**config.mk**
```make
export PLATFORM = sky130hd
export DESIGN_NAME = multicycle_controller
export DESIGN_NICKNAME = d
export VERILOG_FILES = /design/src/rtl/riscv_mc_pkg.sv /design/src/rtl/mc_alu_decoder.sv /design/src/rtl/multicycle_controller.sv
export SDC_FILE = /design/constraint.sdc
export NUM_CORES = 1
export LEC_CHECK = 0
export CELL_PAD_IN_SITES_DETAIL_PLACEMENT = 0
export CELL_PAD_IN_SITES_GLOBAL_PLACEMENT = 2
export CORE_MARGIN = 4
export CORE_UTILIZATION = 20
export CTS_BUF_LIST = sky130_fd_sc_hd__clkbuf_8
export CTS_CLUSTER_DIAMETER = 100
export DETAILED_ROUTE_END_ITERATION = 16
export PLACE_DENSITY_LB_ADDON = 0.1
export SETUP_SLACK_MARGIN = 0.05
export SLEW_MARGIN = 5
export SYNTH_ARGS = -nofsm -noshare
export SYNTH_HDL_FRONTEND = slang
export SYNTH_SLANG_ARGS = --single-unit
```
**constraint.sdc**
```tcl
create_clock -name clk -period 2.2 [get_ports clk]
set_input_delay 0.55 -clock clk [delete_from_list [all_inputs] [get_ports clk]]
set_output_delay 0.55 -clock clk [all_outputs]
set_load 0.01 [all_outputs]
```
**src/rtl/riscv_mc_pkg.sv**
```systemverilog
// rtl/riscv_mc_pkg.sv - shared constants for the multicycle RV32I controller
//
// Purpose: state encoding, opcode constants, datapath select codes and the
// instruction legality check used by multicycle_controller.
// Ports: none (package).
package riscv_mc_pkg;

  // FSM state encoding (4 bits, also exported on state_dbg)
  localparam logic [3:0] S_FETCH    = 4'd0;
  localparam logic [3:0] S_DECODE   = 4'd1;
  localparam logic [3:0] S_MEMADR   = 4'd2;
  localparam logic [3:0] S_MEMREAD  = 4'd3;
  localparam logic [3:0] S_MEMWB    = 4'd4;
  localparam logic [3:0] S_MEMWRITE = 4'd5;
  localparam logic [3:0] S_EXECR    = 4'd6;
  localparam logic [3:0] S_EXECI    = 4'd7;
  localparam logic [3:0] S_ALUWB    = 4'd8;
  localparam logic [3:0] S_JAL      = 4'd9;
  localparam logic [3:0] S_JALR     = 4'd10;
  localparam logic [3:0] S_JALRLINK = 4'd11;
  localparam logic [3:0] S_BRANCH   = 4'd12;
  localparam logic [3:0] S_LUI      = 4'd13;
  localparam logic [3:0] S_ILLEGAL  = 4'd14;

  localparam logic [6:0] OP_LOAD   = 7'b0000011;
  localparam logic [6:0] OP_STORE  = 7'b0100011;
  localparam logic [6:0] OP_RTYPE  = 7'b0110011;
  localparam logic [6:0] OP_IALU   = 7'b0010011;
  localparam logic [6:0] OP_BRANCH = 7'b1100011;
  localparam logic [6:0] OP_JAL    = 7'b1101111;
  localparam logic [6:0] OP_JALR   = 7'b1100111;
  localparam logic [6:0] OP_LUI    = 7'b0110111;

  localparam logic [2:0] ALU_ADD = 3'b000;
  localparam logic [2:0] ALU_SUB = 3'b001;
  localparam logic [2:0] ALU_AND = 3'b010;
  localparam logic [2:0] ALU_OR  = 3'b011;
  localparam logic [2:0] ALU_XOR = 3'b100;
  localparam logic [2:0] ALU_SLT = 3'b101;

  localparam logic [2:0] IMM_I = 3'b000;
  localparam logic [2:0] IMM_S = 3'b001;
  localparam logic [2:0] IMM_B = 3'b010;
  localparam logic [2:0] IMM_J = 3'b011;
  localparam logic [2:0] IMM_U = 3'b100;

  localparam logic [1:0] RES_ALUOUT    = 2'b00;
  localparam logic [1:0] RES_DATA      = 2'b01;
  localparam logic [1:0] RES_ALURESULT = 2'b10;
  localparam logic [1:0] RES_IMMEXT    = 2'b11;

  localparam logic [1:0] SRCA_PC    = 2'b00;
  localparam logic [1:0] SRCA_OLDPC = 2'b01;
  localparam logic [1:0] SRCA_A     = 2'b10;

  localparam logic [1:0] SRCB_B    = 2'b00;
  localparam logic [1:0] SRCB_IMM  = 2'b01;
  localparam logic [1:0] SRCB_FOUR = 2'b10;

  localparam logic [1:0] ALUOP_ADD    = 2'b00;
  localparam logic [1:0] ALUOP_BRANCH = 2'b01;
  localparam logic [1:0] ALUOP_RFUNC  = 2'b10;
  localparam logic [1:0] ALUOP_IFUNC  = 2'b11;

  // True when the encoding belongs to the supported RV32I subset.
  function automatic logic legal_instr(input logic [6:0] op,
                                       input logic [2:0] f3,
                                       input logic [6:0] f7);
    logic ok;
    ok = 1'b0;
    case (op)
      OP_LOAD, OP_STORE, OP_JAL, OP_JALR, OP_LUI: ok = 1'b1;
      OP_RTYPE: begin
        if (f7 == 7'b0100000)
          ok = (f3 == 3'b000);
        else if (f7 == 7'b0000000)
          ok = (f3 == 3'b000) || (f3 == 3'b111) || (f3 == 3'b110) || (f3 == 3'b010);
        else
          ok = 1'b0;
      end
      // addi/slti/xori/ori all have func3[0] clear
      OP_IALU:   ok = (f3[0] == 1'b0);
      // beq/bne/blt/bge all have func3[1] clear
      OP_BRANCH: ok = (f3[1] == 1'b0);
      default:   ok = 1'b0;
    endcase
    return ok;
  endfunction

endpackage

```
**src/rtl/mc_alu_decoder.sv**
```systemverilog
// rtl/mc_alu_decoder.sv - combinational ALUControl decode
//
// Purpose: maps the FSM's ALU operation class plus func3/func7 to ALUControl.
// Ports:
//   alu_op      in  2  00 add, 01 branch compare, 10 R-type funct, 11 I-type funct
//   func3       in  3  instruction[14:12]
//   func7       in  7  instruction[31:25]
//   alu_control out 3  ALU operation code
module mc_alu_decoder
  import riscv_mc_pkg::*;
(
  input  logic [1:0] alu_op,
  input  logic [2:0] func3,
  input  logic [6:0] func7,
  output logic [2:0] alu_control
);

  always_comb begin
    alu_control = ALU_ADD;
    case (alu_op)
      // blt/bge (func3[2]=1) compare with slt; beq/bne subtract and test zero
      ALUOP_BRANCH: alu_control = func3[2] ? ALU_SLT : ALU_SUB;
      ALUOP_RFUNC: begin
        case (func3)
          3'b000:  alu_control = (func7 == 7'b0100000) ? ALU_SUB : ALU_ADD;
          3'b111:  alu_control = ALU_AND;
          3'b110:  alu_control = ALU_OR;
          3'b010:  alu_control = ALU_SLT;
          default: alu_control = ALU_ADD;
        endcase
      end
      ALUOP_IFUNC: begin
        case (func3)
          3'b010:  alu_control = ALU_SLT;
          3'b100:  alu_control = ALU_XOR;
          3'b110:  alu_control = ALU_OR;
          default: alu_control = ALU_ADD;
        endcase
      end
      default: alu_control = ALU_ADD;
    endcase
  end

endmodule

```
**src/rtl/multicycle_controller.sv**
```systemverilog
// rtl/multicycle_controller.sv - main FSM of the multicycle RV32I datapath
//
// Purpose: sequences the shared ALU and unified memory, driving every
// datapath enable and select from the latched instruction fields.
// Ports:
//   clk, rst (async active-low)
//   opcode/func3/func7 in   instruction fields from the IR
//   zero               in   ALU zero flag, current cycle
//   PCWrite, AdrSrc, MemWrite, IRWrite, RegWrite          out  enables/selects
//   ResultSrc, ALUSrcA, ALUSrcB, ALUControl, ImmSrc       out  mux/ALU codes
//   instr_done  out  pulse in the last state of each instruction
//   illegal     out  sticky unsupported-encoding flag
//   state_dbg   out  current state encoding
module multicycle_controller
  import riscv_mc_pkg::*;
#(
  parameter bit ILLEGAL_HALT = 1'b1
) (
  input  logic       clk,
  input  logic       rst,
  input  logic [6:0] opcode,
  input  logic [2:0] func3,
  input  logic [6:0] func7,
  input  logic       zero,
  output logic       PCWrite,
  output logic       AdrSrc,
  output logic       MemWrite,
  output logic       IRWrite,
  output logic       RegWrite,
  output logic [1:0] ResultSrc,
  output logic [1:0] ALUSrcA,
  output logic [1:0] ALUSrcB,
  output logic [2:0] ALUControl,
  output logic [2:0] ImmSrc,
  output logic       instr_done,
  output logic       illegal,
  output logic [3:0] state_dbg
);

  logic [3:0] state, state_next;
  logic       illegal_q;

  logic       pc_write_d, adr_src_d, mem_write_d, ir_write_d, reg_write_d, instr_done_d;
  logic [1:0] result_src_d, alu_src_a_d, alu_src_b_d, alu_op;
  logic [2:0] imm_src_d, alu_control_d;
  logic       branch_taken;

  always_ff @(posedge clk or negedge rst) begin
    if (!rst) begin
      state     <= S_FETCH;
      illegal_q <= 1'b0;
    end else begin
      state <= state_next;
      if (state == S_ILLEGAL)
        illegal_q <= 1'b1;
    end
  end

  always_comb begin
    state_next = state;
    case (state)
      S_FETCH:  state_next = S_DECODE;
      S_DECODE: begin
        if (!legal_instr(opcode, func3, func7)) begin
          state_next = S_ILLEGAL;
        end else begin
          case (opcode)
            OP_LOAD, OP_STORE: state_next = S_MEMADR;
            OP_RTYPE:          state_next = S_EXECR;
            OP_IALU:           state_next = S_EXECI;
            OP_BRANCH:         state_next = S_BRANCH;
            OP_JAL:            state_next = S_JAL;
            OP_JALR:           state_next = S_JALR;
            OP_LUI:            state_next = S_LUI;
            default:           state_next = S_ILLEGAL;
          endcase
        end
      end
      S_MEMADR:  state_next = (opcode == OP_STORE) ? S_MEMWRITE : S_MEMREAD;
      S_MEMREAD: state_next = S_MEMWB;
      S_JALR:    state_next = S_JALRLINK;
      S_EXECR, S_EXECI, S_JAL, S_JALRLINK: state_next = S_ALUWB;
      S_MEMWB, S_MEMWRITE, S_ALUWB, S_BRANCH, S_LUI: state_next = S_FETCH;
      S_ILLEGAL: state_next = ILLEGAL_HALT ? S_ILLEGAL : S_FETCH;
      default:   state_next = S_FETCH;
    endcase
  end

  // beq/bge take on zero, bne/blt on !zero: func3[0]^func3[2] flips the sense
  assign branch_taken = zero ^ func3[0] ^ func3[2];

  always_comb begin
    pc_write_d   = 1'b0;
    adr_src_d    = 1'b0;
    mem_write_d  = 1'b0;
    ir_write_d   = 1'b0;
    reg_write_d  = 1'b0;
    instr_done_d = 1'b0;
    result_src_d = RES_ALUOUT;
    alu_src_a_d  = SRCA_PC;
    alu_src_b_d  = SRCB_B;
    imm_src_d    = IMM_I;
    alu_op       = ALUOP_ADD;
    case (state)
      S_FETCH: begin
        ir_write_d   = 1'b1;
        pc_write_d   = 1'b1;
        alu_src_b_d  = SRCB_FOUR;
        result_src_d = RES_ALURESULT;
      end
      S_DECODE: begin
        alu_src_a_d = SRCA_OLDPC;
        alu_src_b_d = SRCB_IMM;
        imm_src_d   = (opcode == OP_JAL) ? IMM_J : IMM_B;
      end
      S_MEMADR: begin
        alu_src_a_d = SRCA_A;
        alu_src_b_d = SRCB_IMM;
        imm_src_d   = (opcode == OP_STORE) ? IMM_S : IMM_I;
      end
      S_MEMREAD: adr_src_d = 1'b1;
      S_MEMWB: begin
        result_src_d = RES_DATA;
        reg_write_d  = 1'b1;
        instr_done_d = 1'b1;
      end
      S_MEMWRITE: begin
        adr_src_d    = 1'b1;
        mem_write_d  = 1'b1;
        instr_done_d = 1'b1;
      end
      S_EXECR: begin
        alu_src_a_d = SRCA_A;
        alu_op      = ALUOP_RFUNC;
      end
      S_EXECI: begin
        alu_src_a_d = SRCA_A;
        alu_src_b_d = SRCB_IMM;
        alu_op      = ALUOP_IFUNC;
      end
      S_ALUWB: begin
        reg_write_d  = 1'b1;
        instr_done_d = 1'b1;
      end
      S_JAL: begin
        alu_src_a_d = SRCA_OLDPC;
        alu_src_b_d = SRCB_FOUR;
        pc_write_d  = 1'b1;
      end
      S_JALR: begin
        alu_src_a_d  = SRCA_A;
        alu_src_b_d  = SRCB_IMM;
        result_src_d = RES_ALURESULT;
        pc_write_d   = 1'b1;
      end
      S_JALRLINK: begin
        alu_src_a_d = SRCA_OLDPC;
        alu_src_b_d = SRCB_FOUR;
      end
      S_BRANCH: begin
        alu_src_a_d  = SRCA_A;
        alu_op       = ALUOP_BRANCH;
        pc_write_d   = branch_taken;
        instr_done_d = 1'b1;
      end
      S_LUI: begin
        imm_src_d    = IMM_U;
        result_src_d = RES_IMMEXT;
        reg_write_d  = 1'b1;
        instr_done_d = 1'b1;
      end
      default: ;
    endcase
  end

  mc_alu_decoder u_alu_decoder (
    .alu_op      (alu_op),
    .func3       (func3),
    .func7       (func7),
    .alu_control (alu_control_d)
  );

  // Outputs are forced low while reset is held so an aborted instruction
  // cannot issue a write in the reset cycle.
  assign PCWrite    = rst & pc_write_d;
  assign AdrSrc     = rst & adr_src_d;
  assign MemWrite   = rst & mem_write_d;
  assign IRWrite    = rst & ir_write_d;
  assign RegWrite   = rst & reg_write_d;
  assign instr_done = rst & instr_done_d;
  assign ResultSrc  = rst ? result_src_d  : 2'b00;
  assign ALUSrcA    = rst ? alu_src_a_d   : 2'b00;
  assign ALUSrcB    = rst ? alu_src_b_d   : 2'b00;
  assign ALUControl = rst ? alu_control_d : 3'b000;
  assign ImmSrc     = rst ? imm_src_d     : 3'b000;
  assign illegal    = rst & (illegal_q | (state == S_ILLEGAL));
  assign state_dbg  = state;

endmodule

```
==> results.toml <==
[setup_path]
critPathKind = "in -> out"
rr_startpoint = "state_dbg[1]"
slowest_delay_ns = 0.41
crit_slowest_cell = "or3_4"
path_cells = "clkdlybuf4s15_1 > or3_4 > nor3_4 > a31oi_2 > nor2_1 > buf_2"
setup.worst_path.start_class = "input port"
startpoint = "opcode[2]"
path_buf_inv = 2
critPathTopFamily = "simple AND/OR/NAND/NOR gates"
worstPathRequired_ns = 1.65
cp.arrival_ns = 1.68
end_kind = "output port"
path_max_fanout = 2

[routing]
drc = 0
wl_met2_um = 1740
vias = 1255
met3_length_um = 90
top_layer = "met4"
wl_met1_um = 1470
firstDrtPassIters = 4
wire_per_inst_um = 12.4
vias_per_cell = 4.70
drt_wl_total_um = 3300
ant_nets = 0
drtIter0Drc = 36

[placed_design]
place_congestion = 0.773
dp_cells = 258
post_dp_cell_area_um2 = 1630
portBuffers = 42
hpwl_um = 2640

[power]
p_per_area_nw_per_um2 = 978
p_int_uw = 1040
netSwitchingFraction = 0.428
clkPwrFrac = 0.090
p_comb_frac = 0.809
vdd_drop_max_mv = 0.335
switchingPower_uw = 776
seqPwrFrac = 0.101
p_leak_uw = 0.000861

[sta]
final_max_slew_viol_count = 0
tightest_slew_ns = 0.349
slew_headroom = 0.768
setup_ws_ns = -0.0317
rsz0062_at_grt = "true"
max_freq_ghz = 0.448
hold_viol = 0
fin_crit_sh = 1.01
setup_tns_ns = -0.0512
hold_slack_ns = 0.453
setup_viol = 2
skew_ns = 0.00106
post-route-min-period_ns = 2.23

[cells_and_area]
final_cell_area_um2 = 1850
final_net_count = 238
drive_gt1_frac = 0.498
insertedDiodeCount = 0
fin_util = 0.456
syn_to_final_growth_pct = 118
final_cells = 267
fill_cells = 427

[global_route]
antenna_found_initial = 0
grt_overflow = 0
grt_usage = 0.127
grt_pass1_vias = 1239
grt_pass1_wl_um = 5550
grt_max_degree = 12

[logic_synthesis]
ys_seq_area_frac = 0.147
synth_seq_cells = 5
synth_nets = 151
syn_inst = 131
yosys_warnings = 0
yosys.cell_types.count = 42
synth.avg_cell_area_um2 = 6.48
synthesis.area_um2 = 848

[floorplanning]
fp.dieW_um = 73.1
die_h_um = 73.1
start_util = 0.209
top_level_ports = 43
core_area_um2 = 4060
row_count = 23
die_area_um2 = 5350

[clock_network]
cts_tree = "done"
htree_levels = 1
cts_root_buf = "clkbuf_8"
hold_buffers = 0
cts.sinks = 5
clkLatencyLatePin_ns = 0.22
clkTransAtPathRegs_ns = 0.03
numCtsBuffers = 3
clock_path_buffers = 2

[job]
maxCapViolCount = 0

[status]
violations = "negative setup slack"
outcome = "complete, but fails checks"

[hold_path]
min-delay-path-class = "in -> async"
## final cells by class
class	instances	area, um^2	share of cell area
multi-input combinational	113	862	0.466
clock buffer	3	41.3	0.0223
timing repair buffer	92	744	0.402
sequential	5	126	0.0682
inverter	3	11.3	0.00608
clock inverter	1	3.75	0.00203
tap	50	62.6	0.0338
## through the flow
stage	setup slack (ns)	power [uW]
floorplan	0.0505	771
global placement	-0.704	1480
detailed placement	-0.715	1480
CTS	-0.187	1710
global route	-0.0970	1970
finish	-0.0317	1810
## power groups by stage
stage | combinational [uW] | clock, uW | sequential [uW]
final | 1470 | 163 | 182
after global routing | 1610 | 171 | 192
after CTS | 1370 | 165 | 180
after detailed placement | 1320 | 0 | 166
after global placement | 1320 | 0 | 167
after floorplan | 606 | 0 | 165
## final timing paths
path / end / cells past startpoint / slack, ns
worst max register to register: state_dbg[2] / 6 / 0.66
min in group clk: illegal_q / 1 / 0.46
worst min register to register: illegal_q / 1 / 0.46
worst min-delay path: state_dbg[2] / 2 / 0.45
max in group asynchronous: state_dbg[0] / 2 / 1.62
worst max-delay path: ImmSrc[0] / 6 / -0.03
## cell usage after synthesis
cell type | count | share of area
clkbuf_1 | 7 | 0.031
nor3b_1 | 4 | 0.035
nand3b_1 | 1 | 0.0089
a311oi_1 | 1 | 0.010
buf_1 | 1 | 0.0044
dfrtp_1 | 5 | 0.15
and3_1 | 1 | 0.0074
o21a_1 | 1 | 0.0089
nand2b_1 | 6 | 0.044
xnor2_1 | 4 | 0.041
or3_4 | 1 | 0.013
buf_2 | 1 | 0.0059
a22oi_1 | 1 | 0.0089
a41oi_1 | 1 | 0.010
nor2b_1 | 9 | 0.066
nor3_1 | 8 | 0.047
a211oi_2 | 1 | 0.015
nand4_1 | 1 | 0.0074
a21oi_1 | 6 | 0.035
o2111ai_1 | 2 | 0.021
a21o_1 | 2 | 0.018
nor2_1 | 17 | 0.075
a2111oi_0 | 1 | 0.010
nor4_1 | 1 | 0.0074
nand3_1 | 8 | 0.047
o21ai_1 | 1 | 0.0059
o21ai_0 | 5 | 0.029
o21bai_1 | 1 | 0.0089
o211ai_1 | 1 | 0.0089
buf_6 | 1 | 0.013
a31oi_1 | 3 | 0.022
or4_4 | 1 | 0.013
or3b_1 | 1 | 0.010
or4_1 | 1 | 0.0089
and2_1 | 1 | 0.0074
nand2_1 | 14 | 0.062
a21boi_1 | 1 | 0.0089
nor4b_1 | 2 | 0.021
inv_1 | 3 | 0.013
or4b_1 | 1 | 0.012
a31o_1 | 1 | 0.010
a211oi_1 | 2 | 0.018
## repair_timing
item | in CTS | in global routing
pin swaps | 18 | 15
gates resized for setup | 89 | 47
buffers inserted | 3 | 2
cloned | 0 | 0
endpoints found under the setup margin | 22 | 20
## metal layers
layer	track usage	vias to the layer above
li1	-	652
met1	0.160	582
met2	0.229	19
met3	0.0138	2
met4	0.0287	0
met5	0	-
## logic make-up after synthesis
kind of cell | share of synthesized area
and+or+nand+nor | 0.494
AOI/OAI and AO/OA | 0.249
buffers and inverters | 0.0678
DFF | 0.147
xor gates and xnor gates | 0.0413
## worst register-to-register path, delay by kind of cell, from the launching register on
| family | cells | cell delay [ns] |
|---|---|---|
| and+or+nand+nor | 3 | 0.66 |
| DFF | 1 | 0.39 |
| buffers and inverters | 3 | 0.37 |
## flip-flops by register name, indices dropped and copies added, names as in the netlist
name	flops
state_dbg	4
illegal_q	1
## layout by cell type, fill, tap and decap left out, drive strengths merged, types with 2 or more instances in the layout
master	count
or4	2
nor4b	2
nor3b	4
nor2b	9
xnor2	4
inv	4
buf	60
clkdlybuf4s50	4
clkdlybuf4s15	5
nand3	8
o21ai	6
nor2	17
dlygate4sd2	13
dfrtp	5
o2111ai	2
a211oi	3
nand2b	6
nor3	8
nand2	14
clkbuf	8
dlymetal6s2s	5
a31oi	3
a21oi	6
a21o	2
Power figures use the tool's default switching activity.
